**src/rtl/fp_norm_round_pipe_if.sv**
```systemverilog
// ---------------------------------------------------------------------------
// fp_norm_round_pipe_if
// Handshake/data bundle for the normalize-and-round stage.
//   Input side : in_valid, in_ready, in_sign, in_exp, in_mant, rnd_mode
//   Output side: out_valid, out_ready, out_result, out_ovf, out_unf, out_inexact
// Modports:
//   master - producer/consumer around the stage (drives inputs, accepts results)
//   slave  - the stage itself
// ---------------------------------------------------------------------------
interface fp_norm_round_pipe_if #(
    parameter int EXP_W = 8,
    parameter int MAN_W = 23
);
    logic                   in_valid;
    logic                   in_ready;
    logic                   in_sign;
    logic [EXP_W-1:0]       in_exp;
    logic [MAN_W+4:0]       in_mant;      // {carry, hidden, fraction, G, R, S}
    logic [1:0]             rnd_mode;     // 00 RNE, 01 RTZ, 10 +inf, 11 -inf
    logic                   out_valid;
    logic                   out_ready;
    logic [EXP_W+MAN_W:0]   out_result;   // {sign, exp, fraction}
    logic                   out_ovf;
    logic                   out_unf;
    logic                   out_inexact;

    modport master (
        output in_valid, in_sign, in_exp, in_mant, rnd_mode, out_ready,
        input  in_ready, out_valid, out_result, out_ovf, out_unf, out_inexact
    );

    modport slave (
        input  in_valid, in_sign, in_exp, in_mant, rnd_mode, out_ready,
        output in_ready, out_valid, out_result, out_ovf, out_unf, out_inexact
    );
endinterface

```
**src/rtl/fp_norm_round_pipe.sv**
```systemverilog
// ---------------------------------------------------------------------------
// fp_norm_round_pipe
// Three-stage normalize-and-round stage for the floating-point datapath.
//   S1: capture beat, compute shift code (carry -> right 1, else LZC, zero)
//   S2: apply shift, adjust exponent (signed, EXP_W+2 bits)
//   S3: directed rounding, exception handling, pack {sign, exp, fraction}
// Ports:
//   clk   - rising-edge clock
//   rst_n - asynchronous active-low reset
//   bus   - fp_norm_round_pipe_if.slave (valid/ready in, valid/ready out)
// A single pipeline-wide enable (en = !out_valid || out_ready) advances all
// stages together, so bubbles are preserved while stalled and the output
// registers hold steady under back-pressure.
// ---------------------------------------------------------------------------
module fp_norm_round_pipe #(
    parameter int EXP_W = 8,
    parameter int MAN_W = 23
) (
    input  logic                  clk,
    input  logic                  rst_n,
    fp_norm_round_pipe_if.slave   bus
);
    localparam int MW  = MAN_W + 5;          // full input mantissa width
    localparam int EW2 = EXP_W + 2;          // signed working exponent width
    localparam int LW  = $clog2(MW) + 1;     // leading-zero count width

    localparam logic signed [EW2-1:0] EXP_ONE = 1;
    localparam logic signed [EW2-1:0] EXP_INF = EW2'((1 << EXP_W) - 1);

    // Leading-zero count from the hidden position down to sticky.
    // An all-zero field yields MW-1 (the zero flag overrides it anyway).
    function automatic logic [LW-1:0] lzc_f(input logic [MW-2:0] m);
        lzc_f = LW'(MW - 1);
        for (int i = 0; i <= MW - 2; i++) begin
            if (m[i]) lzc_f = LW'(MW - 2 - i);
        end
    endfunction

    logic w_en;
    assign w_en         = !bus.out_valid || bus.out_ready;
    assign bus.in_ready = w_en;

    // ---------------- S1: capture + shift code ----------------
    logic                 r_s1_valid;
    logic                 r_s1_sign;
    logic [EXP_W-1:0]     r_s1_exp;
    logic [MW-1:0]        r_s1_mant;
    logic [1:0]           r_s1_mode;
    logic [LW-1:0]        r_s1_lzc;
    logic                 r_s1_zero;

    always_ff @(posedge clk or negedge rst_n) begin
        if (!rst_n) begin
            r_s1_valid <= 1'b0;
            r_s1_sign  <= 1'b0;
            r_s1_exp   <= '0;
            r_s1_mant  <= '0;
            r_s1_mode  <= '0;
            r_s1_lzc   <= '0;
            r_s1_zero  <= 1'b0;
        end else if (w_en) begin
            r_s1_valid <= bus.in_valid;
            if (bus.in_valid) begin
                r_s1_sign  <= bus.in_sign;
                r_s1_exp   <= bus.in_exp;
                r_s1_mant  <= bus.in_mant;
                r_s1_mode  <= bus.rnd_mode;
                r_s1_lzc   <= lzc_f(bus.in_mant[MW-2:0]);
                r_s1_zero  <= ~|bus.in_mant;
            end
        end
    end

    // ---------------- S2: shift + exponent ----------------
    // After normalisation the carry position is always clear, so S2 keeps
    // only {hidden, fraction, G, R, S}.
    logic [MW-2:0]          w_s2_mant;
    logic signed [EW2-1:0]  w_s2_exp;

    always_comb begin
        if (r_s1_mant[MW-1]) begin
            // Right by one: bit shifted out of sticky folds back into sticky.
            w_s2_mant = {r_s1_mant[MW-1:2], r_s1_mant[1] | r_s1_mant[0]};
            w_s2_exp  = $signed({2'b00, r_s1_exp}) + EXP_ONE;
        end else begin
            w_s2_mant = r_s1_mant[MW-2:0] << r_s1_lzc;
            w_s2_exp  = $signed({2'b00, r_s1_exp}) - $signed(EW2'(r_s1_lzc));
        end
    end

    logic                   r_s2_valid;
    logic                   r_s2_sign;
    logic signed [EW2-1:0]  r_s2_exp;
    logic [MW-2:0]          r_s2_mant;
    logic [1:0]             r_s2_mode;
    logic                   r_s2_zero;

    always_ff @(posedge clk or negedge rst_n) begin
        if (!rst_n) begin
            r_s2_valid <= 1'b0;
            r_s2_sign  <= 1'b0;
            r_s2_exp   <= '0;
            r_s2_mant  <= '0;
            r_s2_mode  <= '0;
            r_s2_zero  <= 1'b0;
        end else if (w_en) begin
            r_s2_valid <= r_s1_valid;
            if (r_s1_valid) begin
                r_s2_sign <= r_s1_sign;
                r_s2_exp  <= w_s2_exp;
                r_s2_mant <= w_s2_mant;
                r_s2_mode <= r_s1_mode;
                r_s2_zero <= r_s1_zero;
            end
        end
    end

    // ---------------- S3: round + exceptions + pack ----------------
    logic                   w_g, w_r, w_s, w_lsb, w_any;
    logic                   w_inc;
    logic                   w_rc;
    logic                   w_away;
    logic [MAN_W-1:0]       w_frac;
    logic signed [EW2-1:0]  w_exp_rnd;
    logic [EXP_W+MAN_W:0]   w_res;
    logic                   w_ovf, w_unf, w_inx;

    assign w_g   = r_s2_mant[2];
    assign w_r   = r_s2_mant[1];
    assign w_s   = r_s2_mant[0];
    assign w_lsb = r_s2_mant[3];
    assign w_any = w_g | w_r | w_s;

    always_comb begin
        w_inc = 1'b0;
        case (r_s2_mode)
            2'b00:   w_inc = w_g && (w_r || w_s || w_lsb);
            2'b01:   w_inc = 1'b0;
            2'b10:   w_inc = w_any && !r_s2_sign;
            default: w_inc = w_any && r_s2_sign;
        endcase
    end

    // Fraction wraps to zero exactly when {hidden, fraction} is all ones
    // and rounds up; that is the carry out of the hidden bit.
    assign w_frac    = r_s2_mant[MW-3:3] + MAN_W'(w_inc);
    assign w_rc      = w_inc & (&r_s2_mant[MW-2:3]);
    assign w_exp_rnd = r_s2_exp + $signed(EW2'(w_rc));

    // Overflow saturates to infinity only when rounding heads away from zero.
    assign w_away = (r_s2_mode == 2'b00) ||
                    (r_s2_mode == 2'b10 && !r_s2_sign) ||
                    (r_s2_mode == 2'b11 &&  r_s2_sign);

    always_comb begin
        w_res = {r_s2_sign, w_exp_rnd[EXP_W-1:0], w_frac};
        w_ovf = 1'b0;
        w_unf = 1'b0;
        w_inx = w_any;
        if (r_s2_zero) begin
            w_res = {r_s2_sign, {(EXP_W+MAN_W){1'b0}}};
            w_inx = 1'b0;
        end else if (w_exp_rnd < EXP_ONE) begin
            w_res = {r_s2_sign, {(EXP_W+MAN_W){1'b0}}};
            w_unf = 1'b1;
            w_inx = 1'b1;
        end else if (w_exp_rnd >= EXP_INF) begin
            w_ovf = 1'b1;
            w_inx = 1'b1;
            if (w_away)
                w_res = {r_s2_sign, {EXP_W{1'b1}}, {MAN_W{1'b0}}};
            else
                w_res = {r_s2_sign, {(EXP_W-1){1'b1}}, 1'b0, {MAN_W{1'b1}}};
        end
    end

    logic                 r_out_valid;
    logic [EXP_W+MAN_W:0] r_out_result;
    logic                 r_out_ovf;
    logic                 r_out_unf;
    logic                 r_out_inexact;

    always_ff @(posedge clk or negedge rst_n) begin
        if (!rst_n) begin
            r_out_valid   <= 1'b0;
            r_out_result  <= '0;
            r_out_ovf     <= 1'b0;
            r_out_unf     <= 1'b0;
            r_out_inexact <= 1'b0;
        end else if (w_en) begin
            r_out_valid <= r_s2_valid;
            if (r_s2_valid) begin
                r_out_result  <= w_res;
                r_out_ovf     <= w_ovf;
                r_out_unf     <= w_unf;
                r_out_inexact <= w_inx;
            end
        end
    end

    assign bus.out_valid   = r_out_valid;
    assign bus.out_result  = r_out_result;
    assign bus.out_ovf     = r_out_ovf;
    assign bus.out_unf     = r_out_unf;
    assign bus.out_inexact = r_out_inexact;

endmodule

```
**src/flat_wrapper.sv**
```systemverilog
// flat-port wrapper written by rule: the top's interface ports become plain ports
module fp_norm_round_pipe_flat 
#(
    parameter int EXP_W = 8,
    parameter int MAN_W = 23
)
  (clk, rst_n, bus_in_valid, bus_in_sign, bus_in_exp, bus_in_mant, bus_rnd_mode, bus_out_ready, bus_in_ready, bus_out_valid, bus_out_result, bus_out_ovf, bus_out_unf, bus_out_inexact);
  fp_norm_round_pipe_if #(.EXP_W(EXP_W), .MAN_W(MAN_W)) bus_i ();
  input  logic clk;
  input  logic rst_n;
  input wire logic [$bits(bus_i.in_valid)-1:0] bus_in_valid;
  input wire logic [$bits(bus_i.in_sign)-1:0] bus_in_sign;
  input wire logic [$bits(bus_i.in_exp)-1:0] bus_in_exp;
  input wire logic [$bits(bus_i.in_mant)-1:0] bus_in_mant;
  input wire logic [$bits(bus_i.rnd_mode)-1:0] bus_rnd_mode;
  input wire logic [$bits(bus_i.out_ready)-1:0] bus_out_ready;
  output wire logic [$bits(bus_i.in_ready)-1:0] bus_in_ready;
  output wire logic [$bits(bus_i.out_valid)-1:0] bus_out_valid;
  output wire logic [$bits(bus_i.out_result)-1:0] bus_out_result;
  output wire logic [$bits(bus_i.out_ovf)-1:0] bus_out_ovf;
  output wire logic [$bits(bus_i.out_unf)-1:0] bus_out_unf;
  output wire logic [$bits(bus_i.out_inexact)-1:0] bus_out_inexact;
  assign bus_i.in_valid = bus_in_valid;
  assign bus_i.in_sign = bus_in_sign;
  assign bus_i.in_exp = bus_in_exp;
  assign bus_i.in_mant = bus_in_mant;
  assign bus_i.rnd_mode = bus_rnd_mode;
  assign bus_i.out_ready = bus_out_ready;
  assign bus_in_ready = bus_i.in_ready;
  assign bus_out_valid = bus_i.out_valid;
  assign bus_out_result = bus_i.out_result;
  assign bus_out_ovf = bus_i.out_ovf;
  assign bus_out_unf = bus_i.out_unf;
  assign bus_out_inexact = bus_i.out_inexact;
  fp_norm_round_pipe #(.EXP_W(EXP_W), .MAN_W(MAN_W)) u_core (.clk(clk), .rst_n(rst_n), .bus(bus_i));
endmodule
```
**config.mk**
```make
export PLATFORM = sky130hd
export DESIGN_NAME = fp_norm_round_pipe_flat
export DESIGN_NICKNAME = d
export VERILOG_FILES = /design/src/rtl/fp_norm_round_pipe_if.sv /design/src/rtl/fp_norm_round_pipe.sv /design/src/flat_wrapper.sv
export SDC_FILE = /design/constraint.sdc
export NUM_CORES = 1
export LEC_CHECK = 0
export BUFFER_PORTS_ARGS = -buffer_cell sky130_fd_sc_hd__buf_2
export CORE_UTILIZATION = 42
export DETAILED_ROUTE_END_ITERATION = 8
export PLACE_DENSITY_LB_ADDON = 0.15
export RECOVER_POWER = 50
export SETUP_SLACK_MARGIN = 0.05
export SLEW_MARGIN = 25
export SYNTH_ARGS = -nofsm -noshare
export SYNTH_HDL_FRONTEND = slang
export SYNTH_SLANG_ARGS = --single-unit
```
**constraint.sdc**
```tcl
create_clock -name clk -period 8.1 [get_ports clk]
set_input_delay 1.62 -clock clk [delete_from_list [all_inputs] [get_ports clk]]
set_output_delay 1.62 -clock clk [all_outputs]
set_load 0.005 [all_outputs]
```
Word level (Yosys, flattened, before mapping)
Index checks and enable logic that the tools add are counted.

storage, ports and cells
  output and inout port bits = 37
  logic and storage cells = 93
  register bits after elaboration = 125
  input port bits = 43

operators by class
  muxes and demuxes = 42
  order comparisons = 2
  shift-type cells = 1
  add/sub/neg operators = 4
  bitwise gates (word level) = 4
  equal/unequal tests = 3
  reduce and logical (&&, ||, !) cells = 19

operators by type and width
  operator                                                                 count
  31-bit 2-to-1 mux                                                        3
  5-bit 2-to-1 mux                                                         16
  4-bit 2-to-1 mux                                                         8
  28-bit OR reduction                                                      1
  27-bit 2-to-1 mux                                                        1
  27-bit by 6-bit << shifter with 27-bit output                            1
  24-bit 2-to-1 mux                                                        1
  24-bit AND reduction                                                     1
  23-bit by 1-bit adder with 23-bit output                                 1
  10-bit by 2-bit adder with 10-bit output                                 1
  10-bit by 9-bit >= comparator with 1-bit output (second input constant)  1
  10-bit by 2-bit < comparator with 1-bit output (second input constant)   1
  10-bit 2-to-1 mux                                                        1
  8-bit by 1-bit adder with 9-bit output (second input constant)           1
  1-bit 2-to-1 mux                                                         9
  8-bit by 6-bit subtractor with 9-bit output                              1
  2-bit AND reduction                                                      3
  1-bit logical AND                                                        5
  1-bit logical OR                                                         5
  2-bit == test (second input constant)                                    2
  2-bit 2-to-1 mux                                                         2
  1-bit logical NOT                                                        3
  1-bit bitwise OR                                                         3
  1-bit one-hot mux with 3 select lines                                    1
  3 further kinds                                                          3

Depth between registers and ports, before layout
Gate-level depths: netlist (run 1).

  word-level depth = 27
  depth in mapped cells = 16
  mapped depth without buffers = 14

Worst setup path before layout (run 1)
No wires, ideal clock.

  path kind = input port to output port
  from = in bus_out_ready
  to = out bus_in_ready
  arrival = 1.906 ns
  stages = 2
  path slack = 4.574 ns
  buffers on the path = 1
  data required time = 6.480 ns
  cell sequence = nand2b_1 > clkbuf_1

on the way
  word-level cells in the longest chain between the ends = 1

RTL lines
  element           line                      RTL
  start, declared   flat_wrapper.sv:16        input wire logic [$bits(bus_i.out_ready)-1:0] bus_out_ready;
  1-bit logical OR  fp_norm_round_pipe.sv:40  assign w_en = !bus.out_valid || bus.out_ready;
  end, declared     flat_wrapper.sv:17        output wire logic [$bits(bus_i.in_ready)-1:0] bus_in_ready;

Every way passes these cells.

Final worst setup path (run 1)
  from = in bus_out_ready
  to = reg u_core.r_s1_lzc[0]

on the way
  word-level cells in the longest chain between the ends = 2

RTL lines
  element                               line                      RTL
  1-bit logical OR                      fp_norm_round_pipe.sv:40
  2-bit AND reduction (no source line)  --
  end signal, assigned                  fp_norm_round_pipe.sv:68  r_s1_lzc <= lzc_f(bus.in_mant[MW-2:0]);
  end, declared                         fp_norm_round_pipe.sv:49  logic [LW-1:0] r_s1_lzc;

Every way passes these cells.
A chain may end at the register's enable or synchronous reset.

==> out/qor.json, run 1 <==
{
  "setup_tns_ps": 0,
  "antenna_viol_nets_final": 0,
  "grt_usage_pct": 22.9,
  "hold_viol": 0,
  "synth_to_final_area_change_pct": 13.9,
  "final_net_count": 895,
  "grt_pass1_wl_um": 32700,
  "power.density_nw_per_um2": 351,
  "critical_path.startpoint_type": "input pin",
  "clock_insertion_delay_worst_skew_ps": 420,
  "path_clk_slew_ps": 60,
  "seqPwrFrac_pct": 37.2,
  "worst_ir_drop_vdd_v": 0.000182,
  "violated_checks": "max-capacitance violations, max-slew violations",
  "synth-seq-cells": 124,
  "synth_enable_flop_cells": 0,
  "drt-wirelength-per-cell_um": 18.2,
  "maximum_number_of_pins_on_one_net_before_global_route_repair": 68,
  "groute.layer.met3.usage_pct": 4.36,
  "timing.final.max_slew_violations": 216,
  "dr.pass1.iters": 7,
  "post_synth.cell_area_avg_um2": 9.62,
  "synth_top_cell_by_area": "dfrtp_1",
  "yosys_most_used_dff": "dfrtp_1",
  "finalSetupViolations": 0,
  "synth_largest_type_area_fraction_pct": 41.1,
  "pin_count": 80,
  "placed_cells_incl_taps": 1046,
  "cp_top_family": "buffers and inverters",
  "drt_iter0_markers": 498,
  "worstHoldPathCells": 1,
  "report.power.total_w": 0.00302,
  "grt_util_met1_pct": 33.1,
  "timing.critical_path.depth": 7,
  "post_cts.repair.setup_buffers": 0,
  "finalCoreUtilization_pct": 49.4,
  "grt_busiest_layer": "met2",
  "insertedDiodeCount": 0,
  "max-slew-margin-rel_pct": -114,
  "ys_warn_count": 0,
  "critical_setup_path_class": "input pin to flop",
  "detail_route.wirelength_um": 19600,
  "ctsResizeCount": 0,
  "synth_cell_type_count": 69,
  "cts_inserted_buffers": 17,
  "min_period_over_period_pct": 56.6,
  "port_buffers": 79,
  "post_route_cells_drive_above_1_share_pct": 19.0,
  "timing.reg2reg.worst_path_depth": 12,
  "finalNonFillerCells": 1076,
  "route.vias.total": 6356,
  "cts_sinks": 124,
  "clock-skew-final_ps": 10.3,
  "power_switching_w": 0.00115,
  "die-width_um": 136,
  "crit_slowest_cell": "clkbuf_1",
  "detailed_place_hpwl_um": 14100,
  "critPathMaxStageDelay_ps": 1860,
  "detail_route.drc_violations": 0,
  "initial_core_util_pct": 43.4,
  "p_clk_share_pct": 24.9,
  "gp_congestion": 0.924,
  "power_switching_share_pct": 38.2,
  "power.leakage_nw": 3.70,
  "grt.overflow.total": 0,
  "cts.hold.buffers_added": 0,
  "clock_buffer_depth": 2,
  "fp.dieArea_um2": 18500,
  "rsz0062_at_grt": "false",
  "critical_path_buf_inv_count": 2,
  "cp_max_fo": 57,
  "placement_rows": 48,
  "core_area_um2": 17400,
  "post-route-min-period_ps": 4580,
  "cts_root_buffer": "clkbuf_16",
  "die_h_um": 136,
  "grt_util_met2_pct": 33.6,
  "cap_viol_max_count": 4,
  "arrival_ps": 4870,
  "max_clock_freq_mhz": 218,
  "p_int_w": 0.00187,
  "yosysSeqAreaShare_pct": 41.1,
  "run_status": "complete, but fails checks",
  "synth.area.top_cells": "dfrtp_1 (41%), mux4_2 (6.6%), nand2_1 (6.4%), mux2_2 (5.2%), a22o_1 (2.8%)",
  "htreeDepth": 4,
  "min_path_type": "flop to flop",
  "postSynthNetCount": 840,
  "share_of_flip_flops_with_an_asynchronous_set_or_reset_pct": 100,
  "synth.cell_area_um2": 7550,
  "antenna_found_initial": 0,
  "tightestPinTransition_ps": 3210,
  "chain_of_cells_forming_the_critical_path": "buf_2 -> nand2b_1 -> nand2_2 -> clkbuf_1 -> o21ai_0 -> nor4_1 -> a31oi_1",
  "first_global_vias": 6158,
  "end_kind": "flop",
  "comb_power_share_pct": 37.9,
  "critical_path_required_ps": 8390,
  "route.detailed.vias_per_inst": 5.91,
  "tritoncts": "built",
  "post_synth_inst_count": 785
}
==> synth_stat cells, types with 17 or more instances <==
cell	count
nand3_1	18
mux2_2	35
a22o_1	24
o21ai_0	29
a21oi_1	27
nand2_1	128
dfrtp_1	124
mux4_2	22
mux2i_1	17
nor2_1	53
o21ai_1	18
inv_1	20
clkbuf_1	33
==> logic make-up after synthesis <==
kind of cell             after synthesis  synth area share, %
AND/OR/NAND/NOR                      287                 17.9
multiplexers                          74                 14.0
flip-flops                           124                 41.1
AO/OA/AOI/OAI                        186                 17.3
XOR/XNOR                              29                 3.36
adder cells (fa/ha/maj)               12                 2.09
buffers and inverters                 73                 4.19
==> metal layers <==
metal	wire length (um)	vias to the layer above	share of wire [%]
met3	960	29	4.9
met1	9740	3105	50
met5	0	-	0
met4	382	0	1.9
li1	-	3026	-
met2	8540	196	44
==> layout by cell type, fill, tap and decap left out, types with 22 or more instances in the layout <==
master	count
mux2_2	35
dfrtp_1	124
buf_2	60
a21oi_1	27
mux4_2	22
clkbuf_1	26
nor2_1	53
nand2_1	127
a22o_1	24
o21ai_0	31
==> worst reg2reg max path: cells and delay by family (launching register included) <==
kind / cells / cell delay (ps)
buffers and inverters: 1 / 330
flip-flops: 1 / 440
AND/OR/NAND/NOR: 4 / 1030
AO/OA/AOI/OAI: 5 / 1550
adder cells (fa/ha/maj): 2 / 670
==> power by group through the flow <==
stage | combinational, W | clock (W) | sequential [W]
after floorplan | 0.000889 | 0 | 0.00103
after global placement | 0.00114 | 0 | 0.00111
after detailed placement | 0.00115 | 0 | 0.00113
after CTS | 0.00116 | 0.000765 | 0.00112
after global routing | 0.00130 | 0.000795 | 0.00117
final | 0.00114 | 0.000753 | 0.00112
==> area by class of cell <==
cell class                 count  area, um2
fill                        1675       8810
multi-input combinational    588       4140
sequential                   124       3100
clock buffer                  24        492
timing repair buffer          88        424
tap                          225        282
clock inverter                 6       86.3
inverter                      21       78.8
==> state kept, by name, indices dropped and copies added, names as in the netlist <==
name,count
u_core.r_s2_mant,27
u_core.r_s2_mode,2
u_core.bus.out_ovf,1
u_core.r_s1_valid,1
u_core.r_s2_zero,1
u_core.r_s1_lzc,5
u_core.bus.out_inexact,1
u_core.bus.out_result,32
u_core.bus.out_unf,1
u_core.r_s2_valid,1
u_core.r_s1_mant,28
u_core.bus.out_valid,1
u_core.r_s1_zero,1
u_core.r_s2_sign,1
u_core.r_s1_exp,8
u_core.r_s1_sign,1
u_core.r_s1_mode,2
u_core.r_s2_exp,10
==> metrics by stage <==
step           setup WS, ps  area, um2  hold slack [ps]
6_report               3520       8600              469
5_1_grt                2920       8600              498
4_1_cts                4030       8640              473
3_5_place_dp           4040       8070              461
3_3_place_gp           4210       8070              451
2_1_floorplan          4570       7550              433
==> path summary, 6_finish.rpt <==
| kind | slack, ps | startpoint | to |
|---|---|---|---|
| max in group asynchronous | 3650 | rst_n | u_core.r_s2_mant[7]$_DFFE_PN0P_ |
| min in group asynchronous | 2270 | rst_n | u_core.bus.out_result[30]$_DFFE_PN0P_ |
| max reg2reg | 4010 | u_core.r_s2_mant[14]$_DFFE_PN0P_ | u_core.bus.out_result[21]$_DFFE_PN0P_ |
| max | 3520 | bus_out_ready | u_core.r_s1_lzc[0]$_DFFE_PN0P_ |
| min | 470 | u_core.bus.out_result[28]$_DFFE_PN0P_ | u_core.bus.out_result[28]$_DFFE_PN0P_ |
| min reg2reg | 470 | u_core.bus.out_result[28]$_DFFE_PN0P_ | u_core.bus.out_result[28]$_DFFE_PN0P_ |
No activity file was read; power rests on OpenSTA's default activity.
==> inputs of run 2 (changes only) <==
==> constraint.sdc (replaced) <==
create_clock -name clk -period 4 [get_ports clk]
set_input_delay 0.8 -clock clk [delete_from_list [all_inputs] [get_ports clk]]
set_output_delay 0.8 -clock clk [all_outputs]
set_load 0.005 [all_outputs]
==> out/qor.json, run 2 (same netlist as run 1, synthesis figures left out) <==
{
  "run_status": "complete, but fails checks",
  "violated_checks": "max-capacitance violations, max-slew violations",
  "initial_core_util_pct": 43.4,
  "detail_route.wirelength_um": 20100,
  "finalSetupViolations": 0,
  "hold_viol": 0,
  "power_switching_share_pct": 38.3,
  "antenna_found_initial": 0,
  "end_kind": "flop",
  "cts.hold.buffers_added": 0,
  "worst_r2r_startpoint": "u_core.r_s2_mant[7]$_DFFE_PN0P_",
  "cap_viol_max_count": 3,
  "tritoncts": "built",
  "insertedDiodeCount": 0,
  "rsz0062_at_grt": "false",
  "worst_ir_drop_vdd_v": 0.000330,
  "tightestPinTransition_ps": 1840,
  "max-slew-margin-rel_pct": -22.9,
  "cts_inserted_buffers": 17,
  "grt_pass1_wl_um": 33600,
  "post_cts.repair.setup_buffers": 0,
  "clock_buffer_depth": 2,
  "path_clk_slew_ps": 60,
  "placement_rows": 48,
  "synth_to_final_area_change_pct": 15.4,
  "groute.layer.met3.usage_pct": 3.62,
  "fp.dieArea_um2": 18500,
  "antenna_viol_nets_final": 0,
  "clock_insertion_delay_worst_skew_ps": 420,
  "grt_util_met1_pct": 34.3,
  "layout_commonest_cell": "nand2_1",
  "power.density_nw_per_um2": 716,
  "timing.final.ws_setup_ps": 285,
  "setup_tns_ps": 0,
  "ff_latch_area_um2": 3100,
  "critical_path.startpoint_type": "flop",
  "regToRegEndpoint": "u_core.bus.out_result[21]$_DFFE_PN0P_",
  "power_switching_w": 0.00239,
  "fill_cells": 1645,
  "grt.overflow.total": 0,
  "min_period_over_period_pct": 92.9,
  "htreeDepth": 4,
  "grt_usage_pct": 23.4,
  "cp_max_fo": 21,
  "seqPwrFrac_pct": 37.1,
  "detailed_place_hpwl_um": 14700,
  "reg2reg_slack_ps": 290,
  "timing.final.max_slew_violations": 129,
  "route.detailed.vias_per_inst": 5.90,
  "min_path_type": "flop to flop",
  "maximum_number_of_pins_on_one_net_before_global_route_repair": 61,
  "comb_power_share_pct": 37.3,
  "die_h_um": 136,
  "drt-wirelength-per-cell_um": 18.5,
  "timing.reg2reg.worst_path_depth": 11,
  "cts_root_buffer": "clkbuf_16",
  "largest_register_ffs": 32,
  "placement.setup.worst_slack_ps": 189,
  "first_global_vias": 6265,
  "p_int_w": 0.00386,
  "arrival_ps": 4010,
  "dr.pass1.iters": 5,
  "final_net_count": 903,
  "port_buffers": 79,
  "p_clk_share_pct": 25.6,
  "core_area_um2": 17400,
  "drt_iter0_markers": 597,
  "cts_sinks": 124,
  "grt_busiest_layer": "met2",
  "die-width_um": 136,
  "critical_path_required_ps": 4300,
  "critical_setup_path_class": "flop to flop",
  "worstHoldPathCells": 1,
  "area_of_combinational_cells_with_multiple_inputs_um2": 4140,
  "sink_of_the_worst_hold_path": "u_core.bus.out_result[25]$_DFFE_PN0P_",
  "detail_route.drc_violations": 0,
  "ctsResizeCount": 0,
  "post-route-min-period_ps": 3710,
  "post_route_cells_drive_above_1_share_pct": 22.0,
  "route.vias.total": 6409,
  "max_clock_freq_mhz": 269,
  "clock-skew-final_ps": 7.86,
  "final_cell_mix": "nand2_1 (127), dfrtp_1 (123), buf_2 (71), nor2_1 (53), mux2_2 (35)",
  "grt_util_met2_pct": 34.9,
  "hp-start": "u_core.bus.out_result[25]$_DFFE_PN0P_",
  "pin_count": 80,
  "gp_congestion": 0.863,
  "power.leakage_nw": 3.79
}
run 2: changes by cell type in the layout (fill, tap and decap cells not counted), sizes merged:
cell / delta
clkinvlp: +2
clkinv: +2
buf: +20
clkbuf: -15
bufinv: +1
run 2: power groups by stage:
stage / registers, W / logic (W) / clock network, W
6_report: 0.00231 / 0.00233 / 0.00160
4_1_cts: 0.00230 / 0.00234 / 0.00163
5_1_grt: 0.00240 / 0.00262 / 0.00169
2_1_floorplan: 0.00208 / 0.00180 / 0
3_3_place_gp: 0.00228 / 0.00231 / 0
3_5_place_dp: 0.00232 / 0.00233 / 0
run 2: metrics by stage:
step | area, um2 | utilization [%] | power (W) | std cells | hold WS (ps)
2_1_floorplan | 7550 | - | 0.00388 | 785 | 433
3_3_place_gp | 8130 | 46.7 | 0.00459 | 1054 | 450
3_5_place_dp | 8130 | 46.7 | 0.00465 | 1054 | 462
4_1_cts | 8740 | 50.2 | 0.00627 | 1086 | 474
5_1_grt | 8720 | 50.1 | 0.00670 | 1086 | 491
6_report | 8720 | 50.1 | 0.00624 | 1086 | 468
run 2: final cells by class:
type / count / area share (%)
multi-input combinational: 588 / 47.5
sequential: 124 / 35.6
clock inverter: 11 / 1.62
tap: 225 / 3.23
clock buffer: 21 / 5.40
timing repair buffer: 96 / 5.77
inverter: 21 / 0.904
run 2: critical path, stage by stage (launching register included):
cell      delay [ps]
dfrtp_1          450
nand4_1          270
nor4_1           320
and4_1           240
ha_1             280
ha_1             400
nand4_2          180
or4b_4           560
o311ai_2         100
o221ai_2         180
o21a_2           390
a22o_1           230
run 2: worst max-delay path by stage:
stage                                    startpoint                               endpoint
floorplan           u_core.r_s2_mode[1]$_DFFE_PN0P_   u_core.bus.out_result[3]$_DFFE_PN0P_
CTS                 u_core.r_s2_mode[1]$_DFFE_PN0P_  u_core.bus.out_result[21]$_DFFE_PN0P_
detailed placement  u_core.r_s2_mode[1]$_DFFE_PN0P_  u_core.bus.out_result[21]$_DFFE_PN0P_
global placement    u_core.r_s2_mode[1]$_DFFE_PN0P_  u_core.bus.out_result[20]$_DFFE_PN0P_
global route                                  rst_n         u_core.r_s1_lzc[0]$_DFFE_PN0P_
finish              u_core.r_s2_mant[7]$_DFFE_PN0P_  u_core.bus.out_result[21]$_DFFE_PN0P_
run 2: metal layers:
metal	wire length (um)	vias to the layer above	part of all wire (%)
met4	329	0	1.6
met3	993	27	4.9
met1	9880	3131	49
met2	8920	218	44
met5	0	-	0
li1	-	3033	-
